===== src/rtl/reload_down_counter.sv =====
// Self-reloading down counter with a handshaked staged reload value and a one-shot mode.
// Define WRAP_COUNT_EN to add the saturating 8-bit reload counter output wraps_o.
module reload_down_counter #(
  parameter int unsigned WIDTH = 4
) (
  input  logic             clk,
  input  logic             reset_n,
  input  logic             en_i,
  input  logic             load_i,
  input  logic [WIDTH-1:0] load_val_i,
  input  logic             rel_valid_i,
  input  logic [WIDTH-1:0] rel_val_i,
  output logic             rel_ready_o,
  input  logic             oneshot_i,
  output logic [WIDTH-1:0] count_o,
  output logic             tc_o,
`ifdef WRAP_COUNT_EN
  output logic [7:0]       wraps_o,
`endif
  output logic             busy_o
);

  typedef enum logic [1:0] {StIdle, StRun, StDone} state_e;

  localparam logic [WIDTH-1:0] One = WIDTH'(1);

  state_e           state_q;
  logic [WIDTH-1:0] count_q;
  logic [WIDTH-1:0] reload_q;
  logic [WIDTH-1:0] staged_q;
  logic             pending_q;
  logic             tc_q;

  logic xfer;
  logic terminal;

  assign xfer     = rel_valid_i & ~pending_q;
  // load_i wins over a terminal event in the same cycle
  assign terminal = (state_q == StRun) & en_i & (count_q == '0) & ~load_i;

  always_ff @(posedge clk or negedge reset_n) begin
    if (!reset_n) begin
      state_q   <= StIdle;
      count_q   <= '0;
      reload_q  <= '0;
      staged_q  <= '0;
      pending_q <= 1'b0;
      tc_q      <= 1'b0;
    end else begin
      tc_q <= 1'b0;
      if (xfer) begin
        staged_q  <= rel_val_i;
        pending_q <= 1'b1;
      end
      if (load_i) begin
        count_q  <= load_val_i;
        reload_q <= load_val_i;
        state_q  <= StRun;
        if (!xfer) pending_q <= 1'b0;
      end else if (terminal) begin
        tc_q <= 1'b1;
        if (oneshot_i) begin
          state_q <= StDone;
        end else if (pending_q) begin
          // xfer is impossible while pending, so clearing here cannot drop a new transfer
          reload_q  <= staged_q;
          count_q   <= staged_q;
          pending_q <= 1'b0;
        end else begin
          count_q <= reload_q;
        end
      end else if ((state_q == StRun) && en_i) begin
        count_q <= count_q - One;
      end
    end
  end

`ifdef WRAP_COUNT_EN
  logic [7:0] wraps_q;

  always_ff @(posedge clk or negedge reset_n) begin
    if (!reset_n) begin
      wraps_q <= 8'd0;
    end else if (load_i) begin
      wraps_q <= 8'd0;
    end else if (terminal && !oneshot_i && (wraps_q != 8'hFF)) begin
      wraps_q <= wraps_q + 8'd1;
    end
  end

  assign wraps_o = wraps_q;
`endif

  assign rel_ready_o = ~pending_q;
  assign count_o     = count_q;
  assign tc_o        = tc_q;
  assign busy_o      = (state_q == StRun);

endmodule


===== config.mk =====
export PLATFORM = sky130hd
export DESIGN_NAME = reload_down_counter
export DESIGN_NICKNAME = d
export VERILOG_FILES = /design/src/rtl/reload_down_counter.sv
export SDC_FILE = /design/constraint.sdc
export NUM_CORES = 1
export LEC_CHECK = 0
export CORE_ASPECT_RATIO = 1.2
export CORE_UTILIZATION = 41
export DETAILED_ROUTE_END_ITERATION = 6
export PLACE_DENSITY = 0.76
export REMOVE_ABC_BUFFERS = 1
export SYNTH_ARGS = -nofsm -noshare
export SYNTH_HDL_FRONTEND = slang
export SYNTH_SLANG_ARGS = --single-unit
export TNS_END_PERCENT = 1

===== constraint.sdc =====
create_clock -name clk -period 2.9 [get_ports clk]
set_input_delay 0.29 -clock clk [delete_from_list [all_inputs] [get_ports clk]]
set_output_delay 0.29 -clock clk [all_outputs]
set_load 0.005 [all_outputs]

==> qor.yml, run 1 <==
sta:
  drv_slew: 0
  rsz0062_at_grt: "false"
  slew_headroom_pct: 51.67
  skew_ns: 0.001168
  timing.final.crit_share_pct: 67.04
  tns_ns: 0
  max_freq_ghz: 0.5144
  setup_viol: 0
  setup_ws_ns: 0.9559
  hold_violations: 0
  tightest_slew_ns: 0.7227
  fin_crit_ns: 1.944
floorplanning:
  io_pins: 21
  fp-row-count: 18
  die_height_um: 53.10
  start_util_pct: 43.53
  die_area_mm2: 0.002367
  coreArea_mm2: 0.002049
  die_w_um: 44.58
synthesis:
  ys_warn_count: 0
  syn_area_um2: 892.1
  synth_cell_type_count: 29
  avgSynthCellArea_um2: 10.62
  ys_seq_area_share_pct: 44.88
  synth_seq_cells: 16
  syn_inst: 84
finish:
  final_nets: 122
  fin_util_pct: 55.13
  finalNonFillerCells: 135
  area_growth_syn_to_layout_pct: 26.65
  drive_gt1_share_pct: 11.43
  diodes: 0
  final_cell_mix: "20 x clkdlybuf4s50_1, 16 x dfrtp_1, 10 x a21oi_1"
  layout.cells.most_common: "clkdlybuf4s50_1"
  nFillCells: 190
run_status:
  outcome: "complete, no violations"
clock_network:
  htreeDepth: 1
  cts_resized: 0
  cts_buffers: 3
  clockRootBuffer: "clkbuf_4"
  postCtsSetupRepairBufs: 0
  clkTransAtPathRegs_ns: 0.09
  ctsHoldBuffers: 0
  cts.path.max_buffers: 2
  cts_tree: "yes"
  clk_latency_ns: 0.29
  cts.sinks: 16
route:
  wl_per_cell_um: 13.69
  dr.pass1.iters: 4
  drc_errors: 0
  drt_wl_total_um: 1848
  vias: 703
  drtIter0Drc: 10
  vias_per_cell: 5.207
  final_antenna_net_count: 0
pwr:
  total_power_w: 0.0005733
  max-vdd-ir-drop_mv: 0.4391
  power_density_mw_per_mm2: 507.4
  leakagePower_nw: 0.4594
flow_run:
  cap_violations: 0
setup_path:
  critPathKind: "flop to flop"
  critPathLaunchType: "flop"
  crit_required_ns: 3.08
  arrival_ns: 2.13
  path_max_fanout: 7
  crit_path_end_kind: "flop"
placement:
  place_inst: 131
  numPortBuffers: 20
  dp_hpwl_um: 1437
  place_congestion: 0.8651
  pre_cts_slack_ns: 0.9852
grt:
  grt_use_total_pct: 18.05
  grt_max_degree: 17
  grt_overflow_total: 0
  grt_pass1_vias: 698
  grt_pass1_wl_um: 3008
  antenna_found_initial: 0
worst_hold_path:
  worstHoldPathType: "input port to async pin"
-- flip-flops by register name, indices dropped and copies added, names as in the netlist --
name / cells
count_o: 4
pending_q: 1
reload_q: 4
staged_q: 4
state_q: 2
tc_o: 1
-- layout make-up --
cell class,count,area [um2],share of cell area [%]
inverter,6,22.52,1.993
tap,30,37.54,3.322
multi-input combinational,59,432.9,38.32
timing repair buffer,20,200.2,17.72
sequential,16,400.4,35.44
clock buffer,4,36.28,3.212
-- cells by family after synthesis --
group,Yosys count,synth area share (%)
compound gates,23,15.15
simple gates,23,17.53
flops,16,44.88
mux,11,13.04
buf+inv,9,6.591
fa+ha+maj,2,2.805
-- worst paths after layout --
kind                                               from                 endpoint  slack, ns  cells past startpoint
worst min register to register  reload_q[3]$_DFFE_PN0P_  reload_q[3]$_DFFE_PN0P_       0.52                      2
min in group clk                reload_q[3]$_DFFE_PN0P_  reload_q[3]$_DFFE_PN0P_       0.52                      2
worst min-delay path                            reset_n   count_o[2]$_DFFE_PN0P_       0.42                      1
worst max register to register   count_o[0]$_DFFE_PN0P_  reload_q[2]$_DFFE_PN0P_       0.96                      6
worst max-delay path             count_o[0]$_DFFE_PN0P_  reload_q[2]$_DFFE_PN0P_       0.96                      6
max in group asynchronous                       reset_n   count_o[0]$_DFFE_PN0P_       2.03                      1
-- cells in the mapped netlist (all sizes together) --
cell | n | area share (%)
o22ai | 1 | 0.70
nor2b | 2 | 1.4
dfrtp | 16 | 45
nand3b | 1 | 2.2
or3 | 1 | 0.70
and3b | 1 | 0.98
nor3 | 3 | 1.7
o211ai | 1 | 0.84
ha | 2 | 2.8
inv | 6 | 2.5
o311a | 1 | 1.1
nor4 | 2 | 3.1
mux2i | 6 | 6.7
a31oi | 2 | 1.4
o31ai | 1 | 0.84
mux2 | 5 | 6.3
nor3b | 2 | 2.2
a21o | 1 | 0.84
clkbuf | 1 | 1.5
nor2 | 6 | 2.5
a211o | 1 | 0.98
buf | 2 | 2.5
nand2 | 4 | 1.7
o21ai | 5 | 2.8
or3b | 1 | 0.98
a21oi | 10 | 5.6
-- critical path, cell delays in order (launching register included) --
cell     delay (ns)
dfrtp_1        0.44
inv_1          0.12
ha_1           0.19
or3b_1         0.48
nor4_4         0.29
mux2i_1        0.23
a21oi_1        0.08
-- power breakdown --
| group | leakage (nW) | switching (W) | internal (W) |
|---|---|---|---|
| logic | 0.251 | 0.0000600 | 0.0000787 |
| clock network | 0.0210 | 0.0000746 | 0.0000766 |
| registers | 0.188 | 0.0000307 | 0.000253 |
| total | 0.459 | 0.000165 | 0.000408 |
-- metrics by stage --
step	hold slack [ns]	cell area (um2)
after floorplan	-0.005591	855.8
after global placement	0.4704	1094
after detailed placement	0.4915	1094
after CTS	0.4449	1130
after global routing	0.4914	1130
final	0.4158	1130
-- per-layer routing --
| layer | vias up | wire (um) | track usage, % |
|---|---|---|---|
| li1 | 349 | - | - |
| met1 | 324 | 793 | 21.58 |
| met2 | 23 | 920 | 29.17 |
| met3 | 7 | 73 | 2.048 |
| met4 | 0 | 60 | 13.64 |
| met5 | - | 0 | 0 |
Note: power is estimated with default switching activity, not from simulation.
==> run 2: changes to the inputs <==
Settings changed: PLACE_DENSITY 0.76 to 0.78.
Clock period 2.9 ns to 1.6 ns, I/O delays scaled along.
==> qor.yml, run 2 (synthesis gave the netlist of run 1 again) <==
setup_path:
  arrival_ns: 1.90  # was 2.13 ns
  path_cells: "inv_2 -> ha_4 -> or3b_4 -> nor4_4 -> mux2i_1 -> a21oi_1"  # was inv_1 -> ha_1 -> or3b_1 -> nor4_4 -> mux2i_1 -> a21oi_1
  crit_path_end_kind: "flop"  # unchanged
  critPathKind: "flop to flop"  # unchanged
  critPathLaunchType: "flop"  # unchanged
  slowest_stage: "dfrtp_1"  # was or3b_1
  critical_path.max_stage_delay_ns: 0.40  # was 0.48 ns
  reg2reg_depth: 6  # unchanged
  rrSetupSlack_ns: -0.12  # was 0.96 ns
  crit_end: "reload_q[0]$_DFFE_PN0P_"  # was reload_q[2]$_DFFE_PN0P_
  cpLargestDelayFamily: "simple AND/OR/NAND/NOR gates"  # unchanged
  path_depth: 6  # unchanged
  critical_path_buf_inv_count: 1  # unchanged
  crit_required_ns: 1.77  # was 3.08 ns
  path_max_fanout: 3  # was 7
  startpoint: "count_o[1]$_DFFE_PN0P_"  # was count_o[0]$_DFFE_PN0P_
  timing.rr.end: "reload_q[0]$_DFFE_PN0P_"  # was reload_q[2]$_DFFE_PN0P_
  r2r_start: "count_o[1]$_DFFE_PN0P_"  # was count_o[0]$_DFFE_PN0P_
floorplanning:
  fp-row-count: 18  # unchanged
  io_pins: 21  # unchanged
  die_w_um: 44.58  # unchanged
  die_area_mm2: 0.002367  # unchanged
  die_height_um: 53.10  # unchanged
  start_util_pct: 43.53  # unchanged
  coreArea_mm2: 0.002049  # unchanged
grt:
  grt_pass1_wl_um: 3312  # was 3008 um
  antenna_found_initial: 0  # unchanged
  grt_use_total_pct: 19.91  # was 18.05%
  grt_pass1_vias: 740  # was 698
  grt_max_degree: 17  # unchanged
  grt_overflow_total: 0  # unchanged
sta:
  timing.final.crit_share_pct: 107.8  # was 67.04%
  slew_headroom_pct: 70.93  # was 51.67%
  skew_ns: 0.004524  # was 0.001168 ns
  setup_ws_ns: -0.1248  # was 0.9559 ns
  tns_ns: -0.3764  # was 0 ns
  max_freq_ghz: 0.5798  # was 0.5144 GHz
  hold_violations: 0  # unchanged
  setup_viol: 5  # was 0
  fin_crit_ns: 1.725  # was 1.944 ns
  tightest_slew_ns: 0.4342  # was 0.7227 ns
  rsz0062_at_grt: "true"  # was false
  drv_slew: 0  # unchanged
flow_run:
  cap_violations: 0  # unchanged
clock_network:
  ctsHoldBuffers: 0  # unchanged
  clockRootBuffer: "clkbuf_4"  # unchanged
  cts_tree: "yes"  # unchanged
  clkTransAtPathRegs_ns: 0.09  # about the same
  htreeDepth: 1  # unchanged
  cts.path.max_buffers: 2  # unchanged
  cts.sinks: 16  # unchanged
  clk_latency_ns: 0.28  # was 0.29 ns
  cts_buffers: 3  # unchanged
run_status:
  outcome: "finished with violations"  # was complete, no violations
  violations: "setup timing"
finish:
  final_cell_mix: "20 x clkdlybuf4s50_1, 16 x dfrtp_1, 13 x buf_4"  # was 20 x clkdlybuf4s50_1, 16 x dfrtp_1, 10 x a21oi_1
  diodes: 0  # unchanged
  drive_gt1_share_pct: 26.27  # was 11.43%
  final_nets: 135  # was 122
  layout.cells.most_common: "clkdlybuf4s50_1"  # unchanged
  area_growth_syn_to_layout_pct: 40.25  # was 26.65%
  nFillCells: 174  # was 190
route:
  drt_wl_total_um: 2065  # was 1848 um
  drc_errors: 0  # unchanged
  dr.pass1.iters: 4  # unchanged
  vias: 751  # was 703
  vias_per_cell: 5.074  # was 5.207
  wl_per_cell_um: 13.95  # was 13.69 um
  final_antenna_net_count: 0  # unchanged
  drtIter0Drc: 13  # was 10
placement:
  place_congestion: 0.7887  # was 0.8651
  pre_cts_slack_ns: -0.1794  # was 0.9852 ns
  numPortBuffers: 20  # unchanged
  dp_hpwl_um: 1597  # was 1437 um
worst_hold_path:
  worstHoldPathType: "input port to async pin"  # unchanged
pwr:
  leakagePower_nw: 0.5209  # was 0.4594 nW
  power_density_mw_per_mm2: 881.5  # was 507.4 mW/mm2
  max-vdd-ir-drop_mv: 0.5901  # was 0.4391 mV
==> run 2: worst min-delay path by stage <==
| stage | from | endpoint | slack, ns | cells past startpoint |
|---|---|---|---|---|
| final | reset_n | reload_q[1]$_DFFE_PN0P_ | 0.19 | 2 |
| after global routing | reset_n | state_q[0]$_DFFE_PN0P_ | 0.21 | 2 |
| after CTS | reset_n | state_q[0]$_DFFE_PN0P_ | 0.18 | 2 |
| after detailed placement | reload_q[3]$_DFFE_PN0P_ | reload_q[3]$_DFFE_PN0P_ | 0.49 | 2 |
| after global placement | reload_q[3]$_DFFE_PN0P_ | reload_q[3]$_DFFE_PN0P_ | 0.47 | 2 |
| after floorplan | reset_n | count_o[0]$_DFFE_PN0P_ | -0.14 | 0 |
==> run 2: timing repair <==
item                       4_1_cts  5_1_grt
resized for setup                8        1
pin swaps                        4        2
buffers inserted                 1        0
setup endpoints to repair        8       10
==> run 2: where the power goes <==
| group | internal [W] | total (W) | switching [W] |
|---|---|---|---|
| registers | 0.000458 | 0.000502 | 0.0000437 |
| logic | 0.000192 | 0.000337 | 0.000145 |
| clock network | 0.000138 | 0.000264 | 0.000125 |
| total | 0.000789 | 0.00110 | 0.000314 |
==> run 2: worst register-to-register path: stages (launching register included) <==
cell and delay [ns]:
dfrtp_1 0.40, inv_2 0.09, ha_4 0.14, or3b_4 0.40
nor4_4 0.25, mux2i_1 0.25, a21oi_1 0.09
==> run 2: layer usage <==
layer  global-route usage [%]  routed length [um]  up-vias
met2                    33.09                1045       22
li1                         -                   -      372
met1                    24.58                 895      353
met5                        0                   0        -
met3                    2.048                  83        4
met4                    11.62                  41        0
==> run 2: area by class of cell <==
cell class | instances | area, um2 | area share (%)
repair buffers | 33 | 297.8 | 23.80
multi-input cells | 59 | 456.7 | 36.50
well taps | 30 | 37.54 | 3.000
flip-flops and latches | 16 | 400.4 | 32.00
inverters | 6 | 22.52 | 1.800
clock buffers | 4 | 36.28 | 2.900
==> run 2: metrics by stage <==
step | utilization (%) | hold slack, ns | std cells | total power, W | area, um2
after floorplan | - | -0.1356 | 81 | 0.0006462 | 855.8
after global placement | 57.75 | 0.4694 | 143 | 0.0008067 | 1184
after detailed placement | 57.75 | 0.4857 | 143 | 0.0008204 | 1184
after CTS | 60.87 | 0.1815 | 148 | 0.001110 | 1247
after global routing | 61.05 | 0.2092 | 148 | 0.001163 | 1251
final | 61.05 | 0.1895 | 148 | 0.001103 | 1251
